## src/rtl/fetch_unit_pkg.sv

```systemverilog
// Shared types and constants for the instruction fetch stage.
package fetch_unit_pkg;

  typedef enum logic [1:0] {
    ST_IDLE  = 2'b00,
    ST_FETCH = 2'b01,
    ST_FAULT = 2'b10
  } state_e;

  localparam logic [1:0]  CAUSE_NONE       = 2'b00;
  localparam logic [1:0]  CAUSE_MISALIGN   = 2'b01;
  localparam logic [1:0]  CAUSE_TIMEOUT    = 2'b10;
  localparam logic [31:0] NOP_INSTR        = 32'h0000_0013;
  localparam logic [31:0] DEFAULT_RESET_PC = 32'h0000_0000;

  function automatic logic is_aligned(input logic [31:0] addr);
    return addr[1:0] == 2'b00;
  endfunction

endpackage

```

## src/rtl/fetch_watchdog.sv

```systemverilog
// Saturating stall counter; expired is high once TIMEOUT-1 un-acked strobe cycles have elapsed.
module fetch_watchdog #(
  parameter int TIMEOUT = 16
) (
  input  logic clk,
  input  logic rst,
  input  logic clr,
  input  logic inc,
  output logic expired
);

  localparam int CW = (TIMEOUT > 2) ? $clog2(TIMEOUT) : 1;
  localparam logic [CW-1:0] LAST = CW'(TIMEOUT - 1);

  logic [CW-1:0] cnt_q, cnt_d;

  always_comb begin
    cnt_d = cnt_q;
    if (clr)
      cnt_d = '0;
    else if (inc && (cnt_q != LAST))
      cnt_d = cnt_q + 1'b1;
  end

  always_ff @(posedge clk or posedge rst) begin
    if (rst)
      cnt_q <= '0;
    else
      cnt_q <= cnt_d;
  end

  assign expired = (cnt_q == LAST);

endmodule

```

## src/rtl/fetch_unit.sv

```systemverilog
// Instruction fetch stage: owns the PC, requests instruction memory and holds
// the fetched word for decode behind a valid/ready handshake.
module fetch_unit
  import fetch_unit_pkg::*;
#(
  parameter logic [31:0] RESET_PC = DEFAULT_RESET_PC,
  parameter int          TIMEOUT  = 16,
  parameter logic [31:0] NOP      = NOP_INSTR
) (
  input  logic        clk,
  input  logic        rst,
  output logic [31:0] o_imem_addr,
  output logic        o_imem_stb,
  input  logic        i_imem_ack,
  input  logic [31:0] i_imem_data,
  output logic        o_valid,
  input  logic        i_ready,
  output logic [31:0] o_instr,
  output logic [31:0] o_pc,
  input  logic        i_redirect,
  input  logic [31:0] i_redirect_pc,
  output logic        o_fault,
  output logic [1:0]  o_fault_cause
);

  state_e      state_q, state_d;
  logic [31:0] pc_q, pc_d;
  logic        valid_q, valid_d;
  logic [31:0] instr_q, instr_d;
  logic [31:0] opc_q, opc_d;
  logic        fault_q, fault_d;
  logic [1:0]  cause_q, cause_d;

  logic stb, complete, consume, wd_expired, timeout;

  // Redirect kills the strobe so an ack landing in the same cycle is dropped.
  assign stb      = (state_q == ST_FETCH) && !i_redirect && (!valid_q || i_ready);
  assign complete = stb && i_imem_ack;
  assign consume  = valid_q && i_ready;
  assign timeout  = stb && !i_imem_ack && wd_expired;

  fetch_watchdog #(.TIMEOUT(TIMEOUT)) u_watchdog (
    .clk     (clk),
    .rst     (rst),
    .clr     (!stb || i_imem_ack),
    .inc     (stb && !i_imem_ack),
    .expired (wd_expired)
  );

  always_comb begin
    state_d = state_q;
    pc_d    = pc_q;
    valid_d = valid_q;
    instr_d = instr_q;
    opc_d   = opc_q;
    fault_d = fault_q;
    cause_d = cause_q;

    if (i_redirect) begin
      valid_d = 1'b0;
      instr_d = NOP;
      if (is_aligned(i_redirect_pc)) begin
        pc_d    = i_redirect_pc;
        state_d = ST_FETCH;
        fault_d = 1'b0;
        cause_d = CAUSE_NONE;
      end else begin
        state_d = ST_FAULT;
        fault_d = 1'b1;
        cause_d = CAUSE_MISALIGN;
      end
    end else begin
      case (state_q)
        ST_IDLE:  state_d = ST_FETCH;
        ST_FETCH: begin
          if (timeout) begin
            state_d = ST_FAULT;
            fault_d = 1'b1;
            cause_d = CAUSE_TIMEOUT;
          end
        end
        default:  state_d = state_q;
      endcase

      if (complete) begin
        instr_d = i_imem_data;
        opc_d   = pc_q;
        valid_d = 1'b1;
        pc_d    = pc_q + 32'd4;
      end else if (consume) begin
        valid_d = 1'b0;
        instr_d = NOP;
      end
    end
  end

  always_ff @(posedge clk or posedge rst) begin
    if (rst) begin
      state_q <= ST_IDLE;
      pc_q    <= RESET_PC;
      valid_q <= 1'b0;
      instr_q <= NOP;
      opc_q   <= '0;
      fault_q <= 1'b0;
      cause_q <= CAUSE_NONE;
    end else begin
      state_q <= state_d;
      pc_q    <= pc_d;
      valid_q <= valid_d;
      instr_q <= instr_d;
      opc_q   <= opc_d;
      fault_q <= fault_d;
      cause_q <= cause_d;
    end
  end

  assign o_imem_addr   = pc_q;
  assign o_imem_stb    = stb;
  assign o_valid       = valid_q;
  assign o_instr       = instr_q;
  assign o_pc          = opc_q;
  assign o_fault       = fault_q;
  assign o_fault_cause = cause_q;

endmodule

```

## config.mk

```make
export PLATFORM = sky130hd
export DESIGN_NAME = fetch_unit
export DESIGN_NICKNAME = d
export VERILOG_FILES = /design/src/rtl/fetch_unit_pkg.sv /design/src/rtl/fetch_watchdog.sv /design/src/rtl/fetch_unit.sv
export SDC_FILE = /design/constraint.sdc
export NUM_CORES = 1
export LEC_CHECK = 0
export BUFFER_PORTS_ARGS = -buffer_cell sky130_fd_sc_hd__buf_2
export CAP_MARGIN = 30
export CORE_UTILIZATION = 54
export CTS_CLUSTER_SIZE = 12
export DETAILED_ROUTE_END_ITERATION = 10
export PLACE_DENSITY = 0.85
export SLEW_MARGIN = 25
export SYNTH_ARGS = -nofsm -noshare
export SYNTH_HDL_FRONTEND = slang
export SYNTH_HIERARCHICAL = 1
export SYNTH_SLANG_ARGS = --single-unit
```

## constraint.sdc

```tcl
create_clock -name clk -period 9.7 [get_ports clk]
set_input_delay 1.94 -clock clk [delete_from_list [all_inputs] [get_ports clk]]
set_output_delay 1.94 -clock clk [all_outputs]
set_load 0.05 [all_outputs]
```

==> results.md <==
- The run finished with clean final reports.
- Counting the buffers created by CTS gives 9.
- Buffers added to address setup during post-CTS repair amount to 0.
- For this run, design rule violations remaining after detail routing come to 0.
- Setup repair after global routing left no endpoint under its margin.
- The post-cts sizing count is 0.
- The most area-hungry cell type in the Yosys netlist is sky130_fd_sc_hd__dfrtp_1.
- The flip-flop and latch count after synthesis is 106.
- The clock arrives with ~0.007 ns of skew.
- The number of placed cells counting well taps is between 700 and 800.
- Once the floorplan was initialized, standard cells occupied a little under three fifths of the core.
- For this design the ratio of total power to cell area is roughly 220 mW/mm^2.
- The hold buffer count at CTS is 0.
- The number of design-rule violations left by the first detailed-router iteration is between 200 and 300.
- The floorplan core area is around 0.0087 mm^2.
- The number of synthesized flops with an enable pin is 0.
- In this run the biggest area consumer among cell types represents between 50% and 60% of the synthesized area.
- The max-slew violation count is 0.
- The share of the Yosys chip area taken by registers is between 50% and 60%.
- The worst setup path is captured at an output pin.
- The total of buffers placed on input and output ports is 169.
- The number of global-route vias before repair is ~4200.
- The tightest min-delay check is of the reg2reg type.
- The worst pin sits at a relative slew slack of approximately 40%.
- Summed over all layers, the global routing overflow is 0.
- The kind of cell adding the most delay to the critical path is buffers and inverters.
- The number of synthesis warnings is 6.
- The number of violations of the max-capacitance limit is 0.
- The total leakage power is between 3 and 4 nW.
- The global-route wire length before repair is between 20000 and 25000 um.
- Across the VDD grid, the largest voltage drop is about 0.12 mV.
- Along the worst path, the maximum fanout reaches 52.
- At the worst endpoint, the required time is 7.76 ns.
- The post-synthesis share of cell area spent on full adders, half adders and majority gates is less than 1%.
- The largest family of logic cells by synthesized area is simple AND/OR/NAND/NOR gates.
- After detailed routing, the number of vias per cell comes to about 6.
- The later pin in the worst-skew pair is clocked with a latency of around 0.37 ns.
- The smallest setup slack after layout is around 4.6 ns.
- In the global route stage, met3 resource usage came out at approximately 4.6%.
- The finished layout holds approximately 750 standard cells, fillers aside.
- Global routing used between 30% and 40% of the available met1 tracks.
- The summed instance area of the synthesized netlist is 0.00485 mm^2.
- The vertical die dimension is 96.8 um.
- The signal on the critical path passes through buf_2 -> nor2_2 -> nand3_1 -> inv_1 -> buf_2.
- The count of final hold-check violations came to 0.
- The final cell utilization of the core is just under 70%.
- 170 I/O pins were placed.
- The detail route stage leaves a number of antenna-violating nets equal to 0.
- In this design, the critical path's most frequently occurring cell is sky130_fd_sc_hd__buf_2.
- The area share of and/or/nand/nor cells after synthesis is 21.1%.
- The slowest stage cell on the critical path is sky130_fd_sc_hd__buf_2.
- The weighted congestion reported at the end of routability-driven placement is 0.823.
- The H-tree was split into 3 levels.
- The kind of start point of the critical path is a primary input.
- The synthesized area per cell is 10.0 um^2.
- Summing the areas of all compound-gate instances in the mapped netlist gives 19.0% of the synthesized area.
- After synthesis, the cell types taking the most area are sky130_fd_sc_hd__dfrtp_1 (53%), sky130_fd_sc_hd__nand2_1 (8.0%), sky130_fd_sc_hd__a22o_1 (5.4%).
- The die boundary width is between 90 and 100 um.
- The final net count is 710.
- The async set-or-reset flop fraction in the synthesized netlist is 100%.
- On the worst path, the slowest cell contributes a delay of between 0.6 and 0.7 ns.
- Before CTS, the worst setup slack after placement is between 4 and 5 ns.
- The dominant register cell in the synthesized netlist is sky130_fd_sc_hd__dfrtp_1.
- The average wire per standard cell is approximately 17 um.
- The netlist uses 62 different library cells.
- After clock tree synthesis, the clock-pin slew on the worst setup and hold paths is 0.10 ns.
- The wire length after detailed routing is 12800 um.
- The share of final-layout standard cells stronger than drive strength 1 is between 30% and 40%.
- The worst path in the final design needs a cycle of slightly above 5 ns, including I/O delays and setup.
- The number of antenna violations at the first check in global routing was 0.
- The maximum clock frequency is 197 MHz.
- The instance count of the mapped netlist is 483.
- The XOR/XNOR share of the synthesized area is 0%.
- The cell at the root of the clock tree is sky130_fd_sc_hd__clkbuf_8.
- The layer with the highest usage after global routing is met2.
- The pre-antenna-repair detailed-routing pass consisted of 5 iterations.
- The wire-length estimate of the detail-placed layout is roughly 8800 um.
- The die covers about 0.0094 mm^2.
- The cell area after placement is 0.00574 mm^2.
- The CTS tree is done.
- The total vias in the final route is 4473.
- The total routing resource utilization after global routing is 27.8%.
- The antenna cell count is 0.
- The number of clock sinks is ~110.
- Measured against the total synthesized area, the mux share comes to under 10%.
- The startpoint-to-endpoint class of the critical path is in2out.
- The total nets after synthesis is 554.
- The clock passes through at most 2 buffers.
- Global routing consumed, on the met2 layer, a little over two fifths of the routing resources.
- In the final timing run, aggregate negative setup slack is 0 ns.
- After routing the design area is between 0.005 and 0.006 mm^2.
- Together, buffers and inverters on the worst path number 3.
- The pin count of the biggest net entering global routing is 66.
- The transition time of the tightest slew-check pin is between 0.8 and 0.9 ns.
- The count of endpoints failing setup in the final report is 0.
- The layout overhead on the synthesized area is 22.2%.
- The part of the cycle the worst path needs is 52.4%.
- The worst endpoint data arrival time is between 3 and 4 ns.
- The number of core rows is 34.
sequential cells by signal, indices dropped and copies added, names as in the netlist:
| name | count |
|---|---|
| o_fault | 1 |
| o_fault_cause | 2 |
| o_imem_addr | 32 |
| o_instr | 32 |
| o_pc | 32 |
| o_valid | 1 |
| state_q | 2 |
| u_watchdog/cnt_q | 4 |
final cells by class:
class	instances	area (um^2)
Fill cell	703	2790
Sequential cell	106	2660
Multi-Input combinational cell	338	2040
Timing Repair Buffer	174	891
Tap cell	108	135
Clock buffer	10	128
Clock inverter	6	42.5
Inverter	10	40.0
power by group:
part | switching, W | internal, W
clock | 0.000153 | 0.0000940
combinational | 0.000353 | 0.000106
sequential | 0.0000701 | 0.000510
synthesized netlist by cell type, types with 6 or more instances:
library cell                 n
sky130_fd_sc_hd__nor3_1     11
sky130_fd_sc_hd__dfrtp_1   103
sky130_fd_sc_hd__o22a_1      7
sky130_fd_sc_hd__a31oi_1     6
sky130_fd_sc_hd__clkbuf_1   19
sky130_fd_sc_hd__a22o_1     30
sky130_fd_sc_hd__inv_1       9
sky130_fd_sc_hd__o21ai_0    30
sky130_fd_sc_hd__and2_1      8
sky130_fd_sc_hd__buf_2       8
sky130_fd_sc_hd__nor2_1     21
sky130_fd_sc_hd__nand3_1     9
sky130_fd_sc_hd__nand2_1   103
sky130_fd_sc_hd__nand4_1     8
sky130_fd_sc_hd__a21oi_1    18
final timing paths:
check                            from  slack, ns  cells after the start                   to
hold reg to reg              o_pc[17]       0.48                      2             o_pc[17]
setup reg to reg           state_q[1]       7.59                      6       o_imem_addr[9]
min in group asynchronous         rst       1.47                      2  u_watchdog/cnt_q[0]
setup / recovery           i_redirect       4.62                      5           o_imem_stb
max in group asynchronous         rst       6.94                      3             o_pc[30]
hold / removal               o_pc[17]       0.48                      2             o_pc[17]
cells by family (layout without fill, tap and decap cells):
family | Yosys count | after routing
simple gates | 200 | 200
compound gates | 130 | 130
flops | 106 | 106
buf+inv | 39 | 200
mux | 6 | 6
fa+ha+maj | 2 | 2
tightest hold or removal path, delay by kind of cell (launching register included):
family / cells / cell delay, ns
flops: 1 / 0.35
simple gates: 2 / 0.11
stage by stage:
step | total power [W] | hold slack, ns
floorplan | 0.000921 | 0.519
global placement | 0.00103 | 0.453
detailed placement | 0.00104 | 0.459
CTS | 0.00129 | 0.483
global route | 0.00134 | 0.510
finish | 0.00129 | 0.481
metal layers:
layer / up-vias / share of wire (%)
li1: 2050 / -
met1: 2168 / 43
met2: 219 / 48
met3: 36 / 6.5
met4: 0 / 2.4
met5: - / 0
placed cells by master, fill, tap and decap left out, types with 3 or more instances in the layout:
cell type                   instances
sky130_fd_sc_hd__buf_2            169
sky130_fd_sc_hd__nand2_1          103
sky130_fd_sc_hd__dfrtp_1          103
sky130_fd_sc_hd__o21ai_0           30
sky130_fd_sc_hd__a22o_1            30
sky130_fd_sc_hd__nor2_1            21
sky130_fd_sc_hd__a21oi_1           18
sky130_fd_sc_hd__nor3_1            11
sky130_fd_sc_hd__nand3_1            9
sky130_fd_sc_hd__clkbuf_8           9
sky130_fd_sc_hd__nand4_1            8
sky130_fd_sc_hd__and2_1             8
sky130_fd_sc_hd__inv_1              8
sky130_fd_sc_hd__o22a_1             7
sky130_fd_sc_hd__a31oi_1            6
sky130_fd_sc_hd__nor4_1             5
sky130_fd_sc_hd__mux2i_1            5
sky130_fd_sc_hd__a211oi_1           5
sky130_fd_sc_hd__and3_1             4
sky130_fd_sc_hd__o22ai_1            4
sky130_fd_sc_hd__a311oi_1           4
sky130_fd_sc_hd__nand2b_1           3
sky130_fd_sc_hd__nand2_2            3
sky130_fd_sc_hd__and4_4             3
sky130_fd_sc_hd__nor3_2             3
sky130_fd_sc_hd__o2bb2ai_1          3
sky130_fd_sc_hd__a22oi_1            3
sky130_fd_sc_hd__o21a_1             3
sky130_fd_sc_hd__dfstp_2            3
sky130_fd_sc_hd__buf_4              3
No activity file was read; power rests on OpenSTA's default activity.
